==> src/rtl/approx_mult_error_monitor.sv <==
// Streaming error-metric accumulator for approximate-multiplier characterisation.
// Stage 1 forms the error distance of each accepted pair; stage 2 folds it into saturating sums.
module approx_mult_error_monitor #(
   parameter int WIDTH = 8,
   parameter int CNT_W = 32,
   parameter int ACC_W = 48
) (
   input  logic                 clk,
   input  logic                 rst,
   input  logic                 start,
   input  logic [CNT_W-1:0]     num_samples,
   input  logic                 in_valid,
   output logic                 in_ready,
   input  logic [2*WIDTH-1:0]   in_exact,
   input  logic [2*WIDTH-1:0]   in_apprx,
   output logic                 busy,
   output logic                 done,
   output logic [CNT_W-1:0]     accepted,
   output logic [CNT_W-1:0]     err_count,
   output logic [CNT_W-1:0]     nz_count,
   output logic [ACC_W-1:0]     sum_aed,
   output logic [ACC_W-1:0]     sum_ed,
   output logic [2*WIDTH-1:0]   max_aed,
   output logic [2*WIDTH-1:0]   max_exact,
   output logic                 sat
);

   localparam int PW = 2 * WIDTH;

   typedef enum logic [1:0] {
      S_IDLE  = 2'd0,
      S_RUN   = 2'd1,
      S_DRAIN = 2'd2,
      S_DONE  = 2'd3
   } state_t;

   state_t           r_state;
   state_t           w_state_nxt;

   logic [CNT_W-1:0] r_target;
   logic [CNT_W-1:0] r_accepted;

   logic             r_s1_valid;
   logic [PW:0]      r_s1_d;
   logic [PW-1:0]    r_s1_a;
   logic             r_s1_ne;
   logic             r_s1_nz;
   logic [PW-1:0]    r_s1_exact;

   logic [CNT_W-1:0] r_err_count;
   logic [CNT_W-1:0] r_nz_count;
   logic [ACC_W-1:0] r_sum_aed;
   logic [ACC_W-1:0] r_sum_ed;
   logic [PW-1:0]    r_max_aed;
   logic [PW-1:0]    r_max_exact;
   logic             r_sat;

   logic             w_in_ready;
   logic             w_xfer;
   logic             w_last_xfer;
   logic [PW:0]      w_d;
   logic [PW-1:0]    w_a;
   logic [ACC_W:0]   w_aed_sum;
   logic             w_aed_ovf;
   logic [ACC_W-1:0] w_aed_nxt;
   logic [ACC_W:0]   w_ed_sum;
   logic             w_ed_ovf;
   logic [ACC_W-1:0] w_ed_nxt;

   // ------------------------------------------------------------------
   // Input handshake
   // ------------------------------------------------------------------
   assign w_in_ready  = (r_state == S_RUN) && (r_accepted < r_target);
   assign w_xfer      = in_valid && w_in_ready;
   assign w_last_xfer = w_xfer && ((r_accepted + CNT_W'(1)) == r_target);

   // ------------------------------------------------------------------
   // Control FSM
   // ------------------------------------------------------------------
   always_ff @(posedge clk or posedge rst) begin
      if (rst) begin
         r_state <= S_IDLE;
      end else begin
         r_state <= w_state_nxt;
      end
   end

   // NOTE: next state defaults to the current state first so no path leaves it unassigned (no latch).
   always_comb begin
      w_state_nxt = r_state;
      if (start) begin
         w_state_nxt = (num_samples == '0) ? S_DONE : S_RUN;
      end else begin
         case (r_state)
            S_RUN:   if (w_last_xfer || !w_in_ready) w_state_nxt = S_DRAIN;
            S_DRAIN: if (!r_s1_valid) w_state_nxt = S_DONE;
            default: w_state_nxt = r_state;
         endcase
      end
   end

   // ------------------------------------------------------------------
   // Stage 1: error distance of the pair accepted this cycle
   // ------------------------------------------------------------------
   assign w_d = {1'b0, in_exact} - {1'b0, in_apprx};
   assign w_a = (in_exact >= in_apprx) ? (in_exact - in_apprx) : (in_apprx - in_exact);

   // start wins over a coincident transfer: the pair is dropped with the old run.
   always_ff @(posedge clk or posedge rst) begin
      if (rst) begin
         r_target   <= '0;
         r_accepted <= '0;
         r_s1_valid <= 1'b0;
         r_s1_d     <= '0;
         r_s1_a     <= '0;
         r_s1_ne    <= 1'b0;
         r_s1_nz    <= 1'b0;
         r_s1_exact <= '0;
      end else if (start) begin
         r_target   <= num_samples;
         r_accepted <= '0;
         r_s1_valid <= 1'b0;
      end else begin
         r_s1_valid <= w_xfer;
         if (w_xfer) begin
            r_accepted <= r_accepted + CNT_W'(1);
            r_s1_d     <= w_d;
            r_s1_a     <= w_a;
            r_s1_ne    <= (in_exact != in_apprx);
            r_s1_nz    <= (in_exact != '0);
            r_s1_exact <= in_exact;
         end
      end
   end

   // ------------------------------------------------------------------
   // Stage 2: saturating accumulation and peak tracking
   // ------------------------------------------------------------------
   assign w_aed_sum = {1'b0, r_sum_aed} + {{(ACC_W + 1 - PW){1'b0}}, r_s1_a};
   assign w_aed_ovf = w_aed_sum[ACC_W];
   assign w_aed_nxt = w_aed_ovf ? '1 : w_aed_sum[ACC_W-1:0];

   // One guard bit: the two top bits disagree exactly when the signed sum left range.
   assign w_ed_sum = {r_sum_ed[ACC_W-1], r_sum_ed} + {{(ACC_W - PW){r_s1_d[PW]}}, r_s1_d};
   assign w_ed_ovf = w_ed_sum[ACC_W] ^ w_ed_sum[ACC_W-1];
   assign w_ed_nxt = !w_ed_ovf       ? w_ed_sum[ACC_W-1:0] :
                     w_ed_sum[ACC_W] ? {1'b1, {(ACC_W - 1){1'b0}}} :
                                       {1'b0, {(ACC_W - 1){1'b1}}};

   always_ff @(posedge clk or posedge rst) begin
      if (rst) begin
         r_err_count <= '0;
         r_nz_count  <= '0;
         r_sum_aed   <= '0;
         r_sum_ed    <= '0;
         r_max_aed   <= '0;
         r_max_exact <= '0;
         r_sat       <= 1'b0;
      end else if (start) begin
         r_err_count <= '0;
         r_nz_count  <= '0;
         r_sum_aed   <= '0;
         r_sum_ed    <= '0;
         r_max_aed   <= '0;
         r_max_exact <= '0;
         r_sat       <= 1'b0;
      end else if (r_s1_valid) begin
         r_err_count <= r_err_count + CNT_W'(r_s1_ne);
         r_nz_count  <= r_nz_count + CNT_W'(r_s1_nz);
         r_sum_aed   <= w_aed_nxt;
         r_sum_ed    <= w_ed_nxt;
         r_sat       <= r_sat | w_aed_ovf | w_ed_ovf;
         // Strictly greater keeps the first occurrence on ties.
         if (r_s1_a > r_max_aed) begin
            r_max_aed   <= r_s1_a;
            r_max_exact <= r_s1_exact;
         end
      end
   end

   // ------------------------------------------------------------------
   // Outputs
   // ------------------------------------------------------------------
   assign in_ready  = w_in_ready;
   assign busy      = (r_state == S_RUN);
   assign done      = (r_state == S_DONE);
   assign accepted  = r_accepted;
   assign err_count = r_err_count;
   assign nz_count  = r_nz_count;
   assign sum_aed   = r_sum_aed;
   assign sum_ed    = r_sum_ed;
   assign max_aed   = r_max_aed;
   assign max_exact = r_max_exact;
   assign sat       = r_sat;

endmodule

==> config.mk <==
export PLATFORM = sky130hd
export DESIGN_NAME = approx_mult_error_monitor
export DESIGN_NICKNAME = d
export VERILOG_FILES = /design/src/rtl/approx_mult_error_monitor.sv
export SDC_FILE = /design/constraint.sdc
export NUM_CORES = 1
export LEC_CHECK = 0
export CORE_MARGIN = 1
export CORE_UTILIZATION = 51
export CTS_CLUSTER_SIZE = 14
export DETAILED_ROUTE_END_ITERATION = 6
export MAX_ROUTING_LAYER = met4
export PLACE_DENSITY = 0.84
export REMOVE_ABC_BUFFERS = 1
export SYNTH_ARGS = -nofsm -noshare
export SYNTH_HDL_FRONTEND = slang
export SYNTH_SLANG_ARGS = --single-unit
==> constraint.sdc <==
create_clock -name clk -period 31.5 [get_ports clk]
set_clock_uncertainty 0.15 [all_clocks]
set_input_delay 4.725 -clock clk [delete_from_list [all_inputs] [get_ports clk]]
set_output_delay 4.725 -clock clk [all_outputs]
set_load 0.1 [all_outputs]
==> reports/metrics.csv <==
metric,value,unit
run_status,"finished, final reports clean",
hold_viol_final,0,
max_slew.worst_pin.slew,1.14,ns
power_frac_comb,0.339,
number_of_antenna_violations_at_the_first_check_in_global_routing,3,
number_of_endpoints_failing_setup_at_the_final_stage,0,
synth_cell_type_count,84,
synth_ff_type,sky130_fd_sc_hd__dfrtp_1,
first_pass_iters,6,
layout.cell_area.non_filler,25200,um2
ctsRootBufferMaster,sky130_fd_sc_hd__clkbuf_16,
synth_to_layout_area_growth,21.0,%
hold_buffers,0,
num_rows,73,
slew_violations,0,
critical_path.cell_chain,"ha_1, nor2b_1, o21a_1, o21ai_0, or4b_1, a21oi_1, o211ai_1, nand2_1, clkdlybuf4s50_1",
cts_max_path_buffers,3,
die_height,204,um
detail-route-antenna-nets,0,
critical_path.startpoint_type,flip-flop,
drive_gt1_frac,0.0428,
clock_insertion_delay_worst_skew,0.55,ns
pin_count,296,
timing.critical_path.slowest_cell_delay,1.17,ns
cts_setup_buffers,0,
totalNegativeSetupSlack,0,ns
synth.avg_cell_area,8.63,um2
period_share,0.275,
seq_area,7760,um2
fraction_of_synthesized_cell_area_taken_by_the_top_area_cell_type,0.372,
async_reset_ff_frac,1.00,
crit_required,26.63,ns
postSynthCellCount,2415,
detailed_place_hpwl,44.0,mm
placeableCoreArea,40000,um2
max-slew-margin-rel,0.241,
drtIter0Drc,1592,
maxCapViolCount,0,
arrival,3.80,ns
hold_path_class,reg -> reg,
htree_levels,2,
post-route-min-period,8.68,ns
post_drt_via_cell_ratio,5.93,
numCtsBuffers,36,
yosys.area.top_type,sky130_fd_sc_hd__dfrtp_1,
timing.fmax,115,MHz
worstSetupPathType,reg -> out,
x_dimension_of_the_die,204,um
critPathSlowestCell,sky130_fd_sc_hd__clkdlybuf4s50_1,
synth_seq_cells,310,
drt-total-wl,60.1,mm
rsz0062_at_grt,false,
fp.dieArea,41700,um2
post_layout_nonfiller_instances,3192,
synth.cell_area,20800,um2
worst_setup_hold_path_clk_slew,0.06,ns
sequentialPowerShare,0.345,
tritoncts,done,
p_sw,508,uW
power_leakage,0.0111,uW
filler_cell_count,3331,
clock-sinks,310,
via_count,18900,
synth_seq_area_share,0.372,
remaining_drc_errors,0,
area_of_the_multi_input_gates,12100,um2
synth_enable_flop_cells,0,
cellInternalPower,825,uW
portBuffers,295,
wire_per_inst,18.8,um
vdd.ir_drop.worst,0.0389,mV
initial_core_util,0.521,
grt.total_usage,0.296,
power_density,52.9,nW/um2
worst_setup_path_end_kind,output pin,
gp_congestion,0.977,
cts_resized,0,
grt_first_pass_wirelength,97.1,mm
grt_start_max_net_pins,186,
gr-total-overflow,0,
post_synth_main_area_contributors,"sky130_fd_sc_hd__dfrtp_1, sky130_fd_sc_hd__ha_1, sky130_fd_sc_hd__nor2_1",
dpl_cell_area,24000,um2
power.clock.fraction,0.316,
yosysWarnings,0,
power_switching_share,0.381,
fin_nets,2858,
crit_fanout,6,
placed_cells_incl_taps,3125,
grt_pass1_vias,18300,
[synth_stat cells (4+ instances only)]
cell type,count
sky130_fd_sc_hd__a211oi_1,26
sky130_fd_sc_hd__a21o_1,55
sky130_fd_sc_hd__a21oi_1,130
sky130_fd_sc_hd__a311oi_1,24
sky130_fd_sc_hd__a31o_2,10
sky130_fd_sc_hd__a31oi_1,14
sky130_fd_sc_hd__and2_1,15
sky130_fd_sc_hd__and3_1,45
sky130_fd_sc_hd__and4_1,15
sky130_fd_sc_hd__buf_2,31
sky130_fd_sc_hd__buf_6,4
sky130_fd_sc_hd__clkbuf_1,78
sky130_fd_sc_hd__dfrtp_1,310
sky130_fd_sc_hd__fa_1,4
sky130_fd_sc_hd__ha_1,148
sky130_fd_sc_hd__inv_1,119
sky130_fd_sc_hd__mux2_2,5
sky130_fd_sc_hd__mux2i_1,57
sky130_fd_sc_hd__nand2_1,256
sky130_fd_sc_hd__nand2b_1,26
sky130_fd_sc_hd__nand3_1,76
sky130_fd_sc_hd__nand3b_1,6
sky130_fd_sc_hd__nand4_1,64
sky130_fd_sc_hd__nor2_1,269
sky130_fd_sc_hd__nor2b_1,21
sky130_fd_sc_hd__nor3_1,30
sky130_fd_sc_hd__nor3b_1,5
sky130_fd_sc_hd__nor4_1,23
sky130_fd_sc_hd__nor4b_1,4
sky130_fd_sc_hd__o211ai_1,14
sky130_fd_sc_hd__o21a_1,18
sky130_fd_sc_hd__o21ai_0,157
sky130_fd_sc_hd__o21ai_1,37
sky130_fd_sc_hd__o21bai_1,12
sky130_fd_sc_hd__o22ai_1,7
sky130_fd_sc_hd__o31ai_1,10
sky130_fd_sc_hd__o41ai_1,4
sky130_fd_sc_hd__or3_1,13
sky130_fd_sc_hd__xnor2_1,95
sky130_fd_sc_hd__xor2_1,103
[layer usage]
metal  vias to the layer above  track usage  wire [um]
met2                       718        0.458      27700
met3                       133       0.0375       3650
met4                         0        0.109       2090
met5                         -            -          0
met1                      9120        0.398      26700
li1                       8970            -          -
[cell type report]
type                       instances  share of cell area
multi-input combinational       1864               0.480
tap                              525              0.0260
timing repair buffer             307               0.121
clock buffer                      47              0.0406
sequential                       310               0.308
clock inverter                    17             0.00595
antenna                            3            0.000298
inverter                         119              0.0180
[final timing paths]
kind | from | endpoint | slack (ns) | cells past startpoint
max in group asynchronous | rst | sum_ed[16] | 25.03 | 3
setup / recovery | accepted[1] | in_ready | 22.82 | 9
setup reg to reg | r_s1_d[0] | sum_ed[37] | 26.91 | 14
hold / removal | r_s1_exact[7] | r_s1_exact[7] | 0.33 | 2
min in group asynchronous | rst | accepted[0] | 4.58 | 2
hold reg to reg | r_s1_exact[7] | r_s1_exact[7] | 0.33 | 2
[layout by cell type (no fill, tap or decap), types with 23 or more instances in the layout]
master,n
sky130_fd_sc_hd__clkbuf_16,37
sky130_fd_sc_hd__a211oi_1,26
sky130_fd_sc_hd__xor2_1,103
sky130_fd_sc_hd__o21ai_0,157
sky130_fd_sc_hd__nand4_1,64
sky130_fd_sc_hd__nor2_1,268
sky130_fd_sc_hd__nand2_1,256
sky130_fd_sc_hd__nor4_1,23
sky130_fd_sc_hd__ha_1,148
sky130_fd_sc_hd__a311oi_1,24
sky130_fd_sc_hd__inv_1,118
sky130_fd_sc_hd__clkdlybuf4s50_1,294
sky130_fd_sc_hd__nand2b_1,25
sky130_fd_sc_hd__mux2i_1,57
sky130_fd_sc_hd__dfrtp_1,309
sky130_fd_sc_hd__nor3_1,30
sky130_fd_sc_hd__and3_1,45
sky130_fd_sc_hd__o21ai_1,37
sky130_fd_sc_hd__nand3_1,76
sky130_fd_sc_hd__xnor2_1,95
sky130_fd_sc_hd__a21oi_1,129
sky130_fd_sc_hd__a21o_1,55
[logic make-up (layout without fill, tap and decap cells)]
family | after synthesis | after routing | synth area share
mux | 62 | 62 | 0.0301
fa+ha+maj | 152 | 152 | 0.0927
xor+xnor | 198 | 198 | 0.0832
buf+inv | 241 | 490 | 0.0474
other cells | 0 | 3 | 0
compound gates | 570 | 570 | 0.174
flops | 310 | 310 | 0.372
simple gates | 882 | 882 | 0.200
[registers in the layout (all words and copies together), names as in the netlist, 2 cells and up]
register / flops
sum_ed: 48
accepted: 32
r_state: 2
nz_count: 32
r_s1_d: 17
r_s1_exact: 16
err_count: 32
sum_aed: 48
r_target: 32
max_exact: 16
r_s1_a: 15
max_aed: 16
[through the flow]
step / power, uW / setup WS (ns) / hold slack (ns) / util
2_1_floorplan: 796 / 18.05 / 0.300 / -
3_3_place_gp: 901 / 23.22 / 0.321 / 0.601
3_5_place_dp: 913 / 23.16 / 0.324 / 0.601
4_1_cts: 1340 / 22.81 / 0.339 / 0.630
5_1_grt: 1400 / 22.68 / 0.365 / 0.630
6_report: 1330 / 22.82 / 0.332 / 0.630
[critical path, delay by kind of cell (launching register included)]
family | cells | cell delay [ns]
adder cells (fa/ha/maj) | 1 | 0.31
buffers and inverters | 1 | 1.17
flip-flops | 1 | 0.44
AO/OA/AOI/OAI | 4 | 0.59
AND/OR/NAND/NOR | 3 | 0.74
[power by group through the flow]
stage	combinational, uW	clock, uW	sequential (uW)
final	452	421	460
after global routing	490	445	464
after CTS	450	430	460
after detailed placement	447	0	467
after global placement	436	0	465
after floorplan	234	0	562
Note: power is estimated with default switching activity, not from simulation.
